===== config.mk =====
export PLATFORM = sky130hd
export DESIGN_NAME = fm_frag_tx
export DESIGN_NICKNAME = d
export VERILOG_FILES = /design/src/rtl/fm_frag_tx.sv
export SDC_FILE = /design/constraint.sdc
export NUM_CORES = 1
export LEC_CHECK = 0
export CAP_MARGIN = 20
export CORE_MARGIN = 2
export CORE_UTILIZATION = 50
export CTS_CLUSTER_DIAMETER = 120
export DETAILED_ROUTE_END_ITERATION = 6
export GPL_TIMING_DRIVEN = 0
export HOLD_SLACK_MARGIN = 0.1
export PLACE_DENSITY = 0.67
export SLEW_MARGIN = 30
export SYNTH_ARGS = -nofsm -noshare
export SYNTH_HDL_FRONTEND = slang
export SYNTH_SLANG_ARGS = --single-unit

===== constraint.sdc =====
create_clock -name clk -period 3 [get_ports clk]
set_clock_uncertainty 0.05 [all_clocks]
set_input_delay 0.75 -clock clk [delete_from_list [all_inputs] [get_ports clk]]
set_output_delay 0.75 -clock clk [all_outputs]
set_load 0.02 [all_outputs]

===== src/rtl/fm_frag_tx.sv =====
// Base-to-fragment packer with a ping-pong buffer of sealed fragments feeding the Extender.
// Define FM_FRAG_TX_PARITY_EN to add the frag_parity output (even parity of frag_data).
module fm_frag_tx #(
  parameter int BASE_LEN  = 2,
  parameter int FRAG_LEN  = 8,
  parameter int BUF_FRAGS = 4
) (
  input  logic                         clk,
  input  logic                         rst,
  input  logic                         in_valid,
  input  logic [BASE_LEN-1:0]          in_base,
  input  logic                         in_last,
  output logic                         in_ready,
  output logic                         frag_valid,
  output logic [BASE_LEN*FRAG_LEN-1:0] frag_data,
  output logic                         frag_last,
`ifdef FM_FRAG_TX_PARITY_EN
  output logic                         frag_parity,
`endif
  input  logic                         frag_ready
);

  localparam int FW = BASE_LEN * FRAG_LEN;
  localparam int AW = (FRAG_LEN > 1) ? $clog2(FRAG_LEN) : 1;
  localparam int IW = (BUF_FRAGS > 1) ? $clog2(BUF_FRAGS) : 1;
  localparam logic [AW-1:0] ASM_LAST = AW'(FRAG_LEN - 1);
  localparam logic [IW-1:0] BUF_LAST = IW'(BUF_FRAGS - 1);

  typedef enum logic [1:0] {FREE, FILLING, SEALED, DRAINING} buf_state_t;

  buf_state_t st     [2];
  buf_state_t st_nxt [2];

  logic [FW-1:0] asm_data;
  logic [FW-1:0] frag_asm;
  logic [AW-1:0] asm_cnt;
  logic          wr_buf;
  logic          rd_buf;
  logic [IW-1:0] wr_cnt;
  logic [IW-1:0] rd_cnt;
  logic [IW-1:0] last_idx [2];
  logic [FW-1:0] mem_data [2][BUF_FRAGS];
  logic          mem_last [2][BUF_FRAGS];

  logic accept, commit, seal, pop, rd_final;

  assign in_ready   = !rst && (st[wr_buf] == FREE || st[wr_buf] == FILLING);
  assign frag_valid = (st[rd_buf] == SEALED) || (st[rd_buf] == DRAINING);
  assign frag_data  = frag_valid ? mem_data[rd_buf][rd_cnt] : '0;
  assign frag_last  = frag_valid && mem_last[rd_buf][rd_cnt];
`ifdef FM_FRAG_TX_PARITY_EN
  assign frag_parity = ^frag_data;
`endif

  assign accept   = in_valid && in_ready;
  assign commit   = accept && (asm_cnt == ASM_LAST || in_last);
  assign seal     = commit && (wr_cnt == BUF_LAST || in_last);
  assign pop      = frag_valid && frag_ready;
  assign rd_final = pop && (rd_cnt == last_idx[rd_buf]);

  // Fragment as it would look with the offered base dropped into its slot.
  always_comb begin
    frag_asm = asm_data;
    for (int k = 0; k < FRAG_LEN; k++) begin
      if (asm_cnt == AW'(k)) frag_asm[k*BASE_LEN +: BASE_LEN] = in_base;
    end
  end

  // Writer and reader never own the same buffer, so a seal and a free can coexist.
  always_comb begin
    st_nxt[0] = st[0];
    st_nxt[1] = st[1];
    for (int b = 0; b < 2; b++) begin
      if (accept && wr_buf == 1'(b)) st_nxt[b] = seal ? SEALED : FILLING;
      if (pop && rd_buf == 1'(b))    st_nxt[b] = rd_final ? FREE : DRAINING;
    end
  end

  always_ff @(posedge clk or posedge rst) begin
    if (rst) begin
      st[0] <= FREE;
      st[1] <= FREE;
    end else begin
      st[0] <= st_nxt[0];
      st[1] <= st_nxt[1];
    end
  end

  always_ff @(posedge clk or posedge rst) begin
    if (rst) begin
      asm_data    <= '0;
      asm_cnt     <= '0;
      wr_buf      <= 1'b0;
      wr_cnt      <= '0;
      rd_buf      <= 1'b0;
      rd_cnt      <= '0;
      last_idx[0] <= '0;
      last_idx[1] <= '0;
    end else begin
      if (commit) begin
        asm_data         <= '0;
        asm_cnt          <= '0;
        last_idx[wr_buf] <= wr_cnt;
        if (seal) begin
          wr_buf <= ~wr_buf;
          wr_cnt <= '0;
        end else begin
          wr_cnt <= wr_cnt + 1'b1;
        end
      end else if (accept) begin
        asm_data <= frag_asm;
        asm_cnt  <= asm_cnt + 1'b1;
      end
      if (pop) begin
        if (rd_final) begin
          rd_buf <= ~rd_buf;
          rd_cnt <= '0;
        end else begin
          rd_cnt <= rd_cnt + 1'b1;
        end
      end
    end
  end

  // Storage needs no reset: frag_data/frag_last are masked until a buffer is sealed.
  always_ff @(posedge clk) begin
    if (commit) begin
      mem_data[wr_buf][wr_cnt] <= frag_asm;
      mem_last[wr_buf][wr_cnt] <= in_last;
    end
  end

endmodule


Word level (Yosys, flattened, before mapping)
Memory sizes are Yosys's and may differ from the RTL's. Index checks and enable logic that the tools add are counted.

Equal/unequal tests: 12. Reduce and logical (&&, ||, !) cells: 25. $lt $le $gt $ge: 6. Multiplexer cells: 46. Add/sub/neg operators: 3. Bitwise logic cells: 6.

Operator list (number): 16-bit 2-to-1 mux (6); 64-bit 2-to-1 mux (1); 2-bit 2-to-1 mux (26); 16-bit binary-select mux with 2-bit select (1); 16-bit demux with 2-bit select (1); 1-bit logical AND (13); 3-bit equality test (second input constant) (4); 2-bit equality test (second input constant) (3); 3-bit by 2-bit equality test with 1-bit output (second input constant) (2); 3-bit greater-or-equal comparator (second input constant) (2); 3-bit 2-to-1 mux (2); 2-bit inverter with 3-bit output (2); 2-bit nonzero test (3); 2-bit by 1-bit adder with 2-bit output (second input constant) (2); 4-bit bitwise mux (1); 2-bit greater-or-equal comparator (second input constant) (2); 1-bit logical OR (4); 1-bit 2-to-1 mux (4); 4-bit 2-to-1 mux (1); 1-bit inverter with 2-bit output (2); 2-bit AND reduction (2); 3-bit by 1-bit adder with 3-bit output (second input constant) (1); 3-bit by 1-bit equality test with 1-bit output (second input constant) (1); 3-bit zero test (1); 10 further kinds (11).

Output and inout port bits: 19. Bits in registers: 33. Bits of input ports: 7. Memories: 2. Bits in writable memories: 136.

Memory list: mem_data (words 2, bits a word 64, read ports 1, clocked after memory_dff 0, write ports 1, line 42) `logic [FW-1:0] mem_data [2][BUF_FRAGS];`; mem_last (words 2, bits a word 4, read ports 1, clocked after memory_dff 0, write ports 1, line 43) `logic mem_last [2][BUF_FRAGS];`.

Depth between registers and ports, before layout
Depth in word-level cells: 13. Mapped depth: 7. Depth with buffers taken out: 6.

Worst setup path after synthesis
No wires, ideal clock.

Path type: input port to flip-flop. Start point: input port rst. End point: memory mem_data[1][0] (netlist bit) (enable). Arrival time: 2.542 ns. Stages on the path: 4. Library setup time: 0.375 ns. Slack: 0.033 ns. Buffers on the path: 1. Path through: inv_1 and4_4 buf_4 and3_1.

Word-level cells in the longest chain between the ends: 6.

Ends and longest elaborated chain: from (decl) (line 9) `input logic rst,`; 1-bit zero test (no line); 1-bit logical AND (line 47) `assign in_ready = !rst && (st[wr_buf] == FREE || st[wr_buf] == FILLING);`; 1-bit logical AND (line 55) `assign accept = in_valid && in_ready;`; 1-bit logical AND (line 56) `assign commit = accept && (asm_cnt == ASM_LAST || in_last);`; 1-bit 2-to-1 mux (line 127) `if (commit) begin`; 64-bit 2-to-1 mux (implied by the code) (line 128) `mem_data[wr_buf][wr_cnt] <= frag_asm;`; to (decl) (line 42).

No other way between the ends.

Final worst setup path
Start point: register rd_buf. End point: output port frag_data[12].

Word-level cells in the longest chain between the ends: 7.

Ends and longest elaborated chain: from (decl) (line 38) `logic rd_buf;`; from (signal assigned) (line 116) `rd_buf <= ~rd_buf;`; branches (longest 6 deep; another with memory read 2 x 64 bit); 16-bit 2-to-1 mux (*) (line 49) `assign frag_data = frag_valid ? mem_data[rd_buf][rd_cnt] : '0;`; to (decl) (line 15) `output logic [BASE_LEN*FRAG_LEN-1:0] frag_data,`.

Mark *: on every way between the ends. The select of a mux whose other input is x is not followed.

==> results.ini <==
[status]
status = completed

[power]
peakVddDrop_uv = 355.7
p_leak_nw = 2.870
p_per_area_nw_per_um2 = 580.9

[setup_path]
start_kind = flop
end_kind = output pin
crit_type = flop to output pin
crit_required_ps = 2200
arrival_ps = 2130
crit_fanout = 10

[global_route]
grt_pass1_wl_mm = 21.41
track_usage = 0.2058
grt_max_degree = 35
grt_pass1_vias = 3769
overflow = 0
antenna_found_initial = 0

[sta]
drv_slew = 0
fin_crit_ps = 2925
fmax_mhz = 341.9
hold_viol_final = 0
period_share = 0.9750
worst_pin_slew_ps = 623.2
relSlewSlack = 0.5830
setup_viol = 0

[route]
finalWirelength_mm = 13.98
highest_layer = met4
dr.pass1.iters = 5
wl_per_cell_um = 21.37
drt_iter0_drc = 358
ant_nets = 0
met1_length_mm = 5.964
wl_met3_um = 611
vias = 3689
drc = 0
wl_met2_mm = 7.205
vias_per_cell = 5.641

[synthesis]
synthesis.nets = 431
ys_warn_count = 0
synthArstFlopShare = 0.1856
seq_area_frac_synth = 0.6987
ys_seq_elements = 167
synth_cell_types = 41
ys.flop_type = edfxtp_1
synth-edff-count = 136
synth_cells = 414
synth.avg_cell_area_um2 = 16.80
netlist_area_um2 = 6955

[cells_and_area]
final_common_cell = edfxtp_1
antenna_cells = 0
multi_input_area_um2 = 1962
regArea_um2 = 4860
final_nets = 480
final_cell_mix = 136 x edfxtp_1, 69 x nand2_1, 34 x mux4_2
utilization = 0.5927
area_delta_synth_final_pct = 16.91
fillers = 1024
finalNonFillerCells = 654
final_layout_size_suffix_gt1_frac = 0.2679

[floorplanning]
initial_core_util = 0.5070
die_x_um = 121.9
io_pins = 26
dieArea_um2 = 14870
core.rowCount = 43
die_h_um = 121.9
core_region_area_um2 = 13720

[place]
hpwl_mm = 8.485
placed_cells = 619
io_buffers = 25
finalWeightedCongestion = 0.7868

[clocking]
clk_path_buf_depth = 2
cts.reportedPaths.clkPinSlew_ps = 60
cts_max_level = 4
clk_latency_ps = 430
clock-sinks = 167
cts_buffers = 17
tritoncts = yes
hold_buffers = 0
clockRootBuffer = clkbuf_16

[run]
cap_viol_max_count = 0

[min_path]
hp-class = flop to flop

[path summary, 6_finish.rpt]
check	startpoint	endpoint	slack (ps)	cells after the start
max in group asynchronous	rst	asm_data[6]$_DFFE_PP0P_	2080	2
max reg2reg	asm_cnt[0]$_DFFE_PP0P_	mem_data[1][6]$_DFFE_PP_	540	6
min in group asynchronous	rst	asm_data[15]$_DFFE_PP0P_	640	2
min	asm_data[5]$_DFFE_PP0P_	asm_data[5]$_DFFE_PP0P_	430	2
max	rd_buf$_DFFE_PP0P_	frag_data[12]	70	7
min reg2reg	asm_data[5]$_DFFE_PP0P_	asm_data[5]$_DFFE_PP0P_	430	2
[cells in the mapped netlist, types with 5 or more instances]
cell | instances | area (um^2)
nand2_1 | 69 | 259.0
a21oi_1 | 20 | 100.1
and2_1 | 5 | 31.28
dfrtp_1 | 31 | 775.7
clkbuf_1 | 9 | 33.78
ha_1 | 10 | 125.1
mux4_2 | 34 | 765.7
mux2_2 | 20 | 225.2
edfxtp_1 | 136 | 4084
o21ai_0 | 17 | 85.08
inv_1 | 8 | 30.03
[final cells by class]
type                            instances  area share
Clock buffer                           18     0.05278
Multi-Input combinational cell        218      0.2413
Clock inverter                         12     0.01970
Tap cell                              180     0.02770
Sequential cell                       167      0.5976
Inverter                               10    0.007847
Buffer                                 19     0.02016
Timing Repair Buffer                   30     0.03293
[power by group]
part,switching (mW),internal [mW],leakage [nW]
logic,0.0258,0.0143,1.07
clock network,0.835,1.37,0.282
registers,0,2.48,1.51
[sequential cells by signal, summed over array words and instances, names as in the netlist]
| signal | cells |
|---|---|
| asm_cnt | 3 |
| mem_data | 128 |
| rd_buf | 1 |
| rd_cnt | 2 |
| wr_buf | 1 |
| asm_data | 16 |
| mem_last | 8 |
| wr_cnt | 2 |
| st | 2 |
| last_idx | 4 |
[per-stage QoR]
stage / setup slack, ps / instance area, um^2 / TNS (ps) / hold slack (ps) / total power, mW
2_1_floorplan: 32.74 / 6955 / 0 / 394.4 / 2.544
5_1_grt: -1.640 / 8132 / -1.640 / 464.8 / 4.839
3_3_place_gp: -1174 / 7431 / -155290 / 407.2 / 2.564
3_5_place_dp: -677.5 / 7436 / -67020 / 417.8 / 2.565
6_report: 74.90 / 8132 / 0 / 426.4 / 4.723
4_1_cts: -4.143 / 8090 / -4.143 / 432.2 / 4.746
[metal layers]
layer,vias to the layer above,track usage
met3,15,0.04541
met5,-,0
met1,1905,0.2735
li1,1676,-
met4,0,0.07184
met2,93,0.3390
[critical path: stages, from the launching register on]
cell,delay [ps]
dfrtp_1,350
buf_6,160
buf_12,140
buf_12,140
mux4_2,500
nand2_1,80
a21oi_1,60
clkdlybuf4s15_2,260
[timing repair]
item | CTS | global route
gates cloned | 0 | 1
resized for setup | 50 | 14
endpoints found under the setup margin | 86 | 32
buffers inserted | 0 | 4
pin swaps | 0 | 0
[logic make-up after synthesis]
kind of cell    count (synthesis)  synth area share
simple gates                   99           0.06620
fa+ha+maj                      10           0.01799
compound gates                 45           0.03508
flops                         167            0.6987
xor+xnor                        6          0.007557
mux                            58            0.1525
buf+inv                        29           0.02194
No activity file was read; power rests on OpenSTA's default activity.
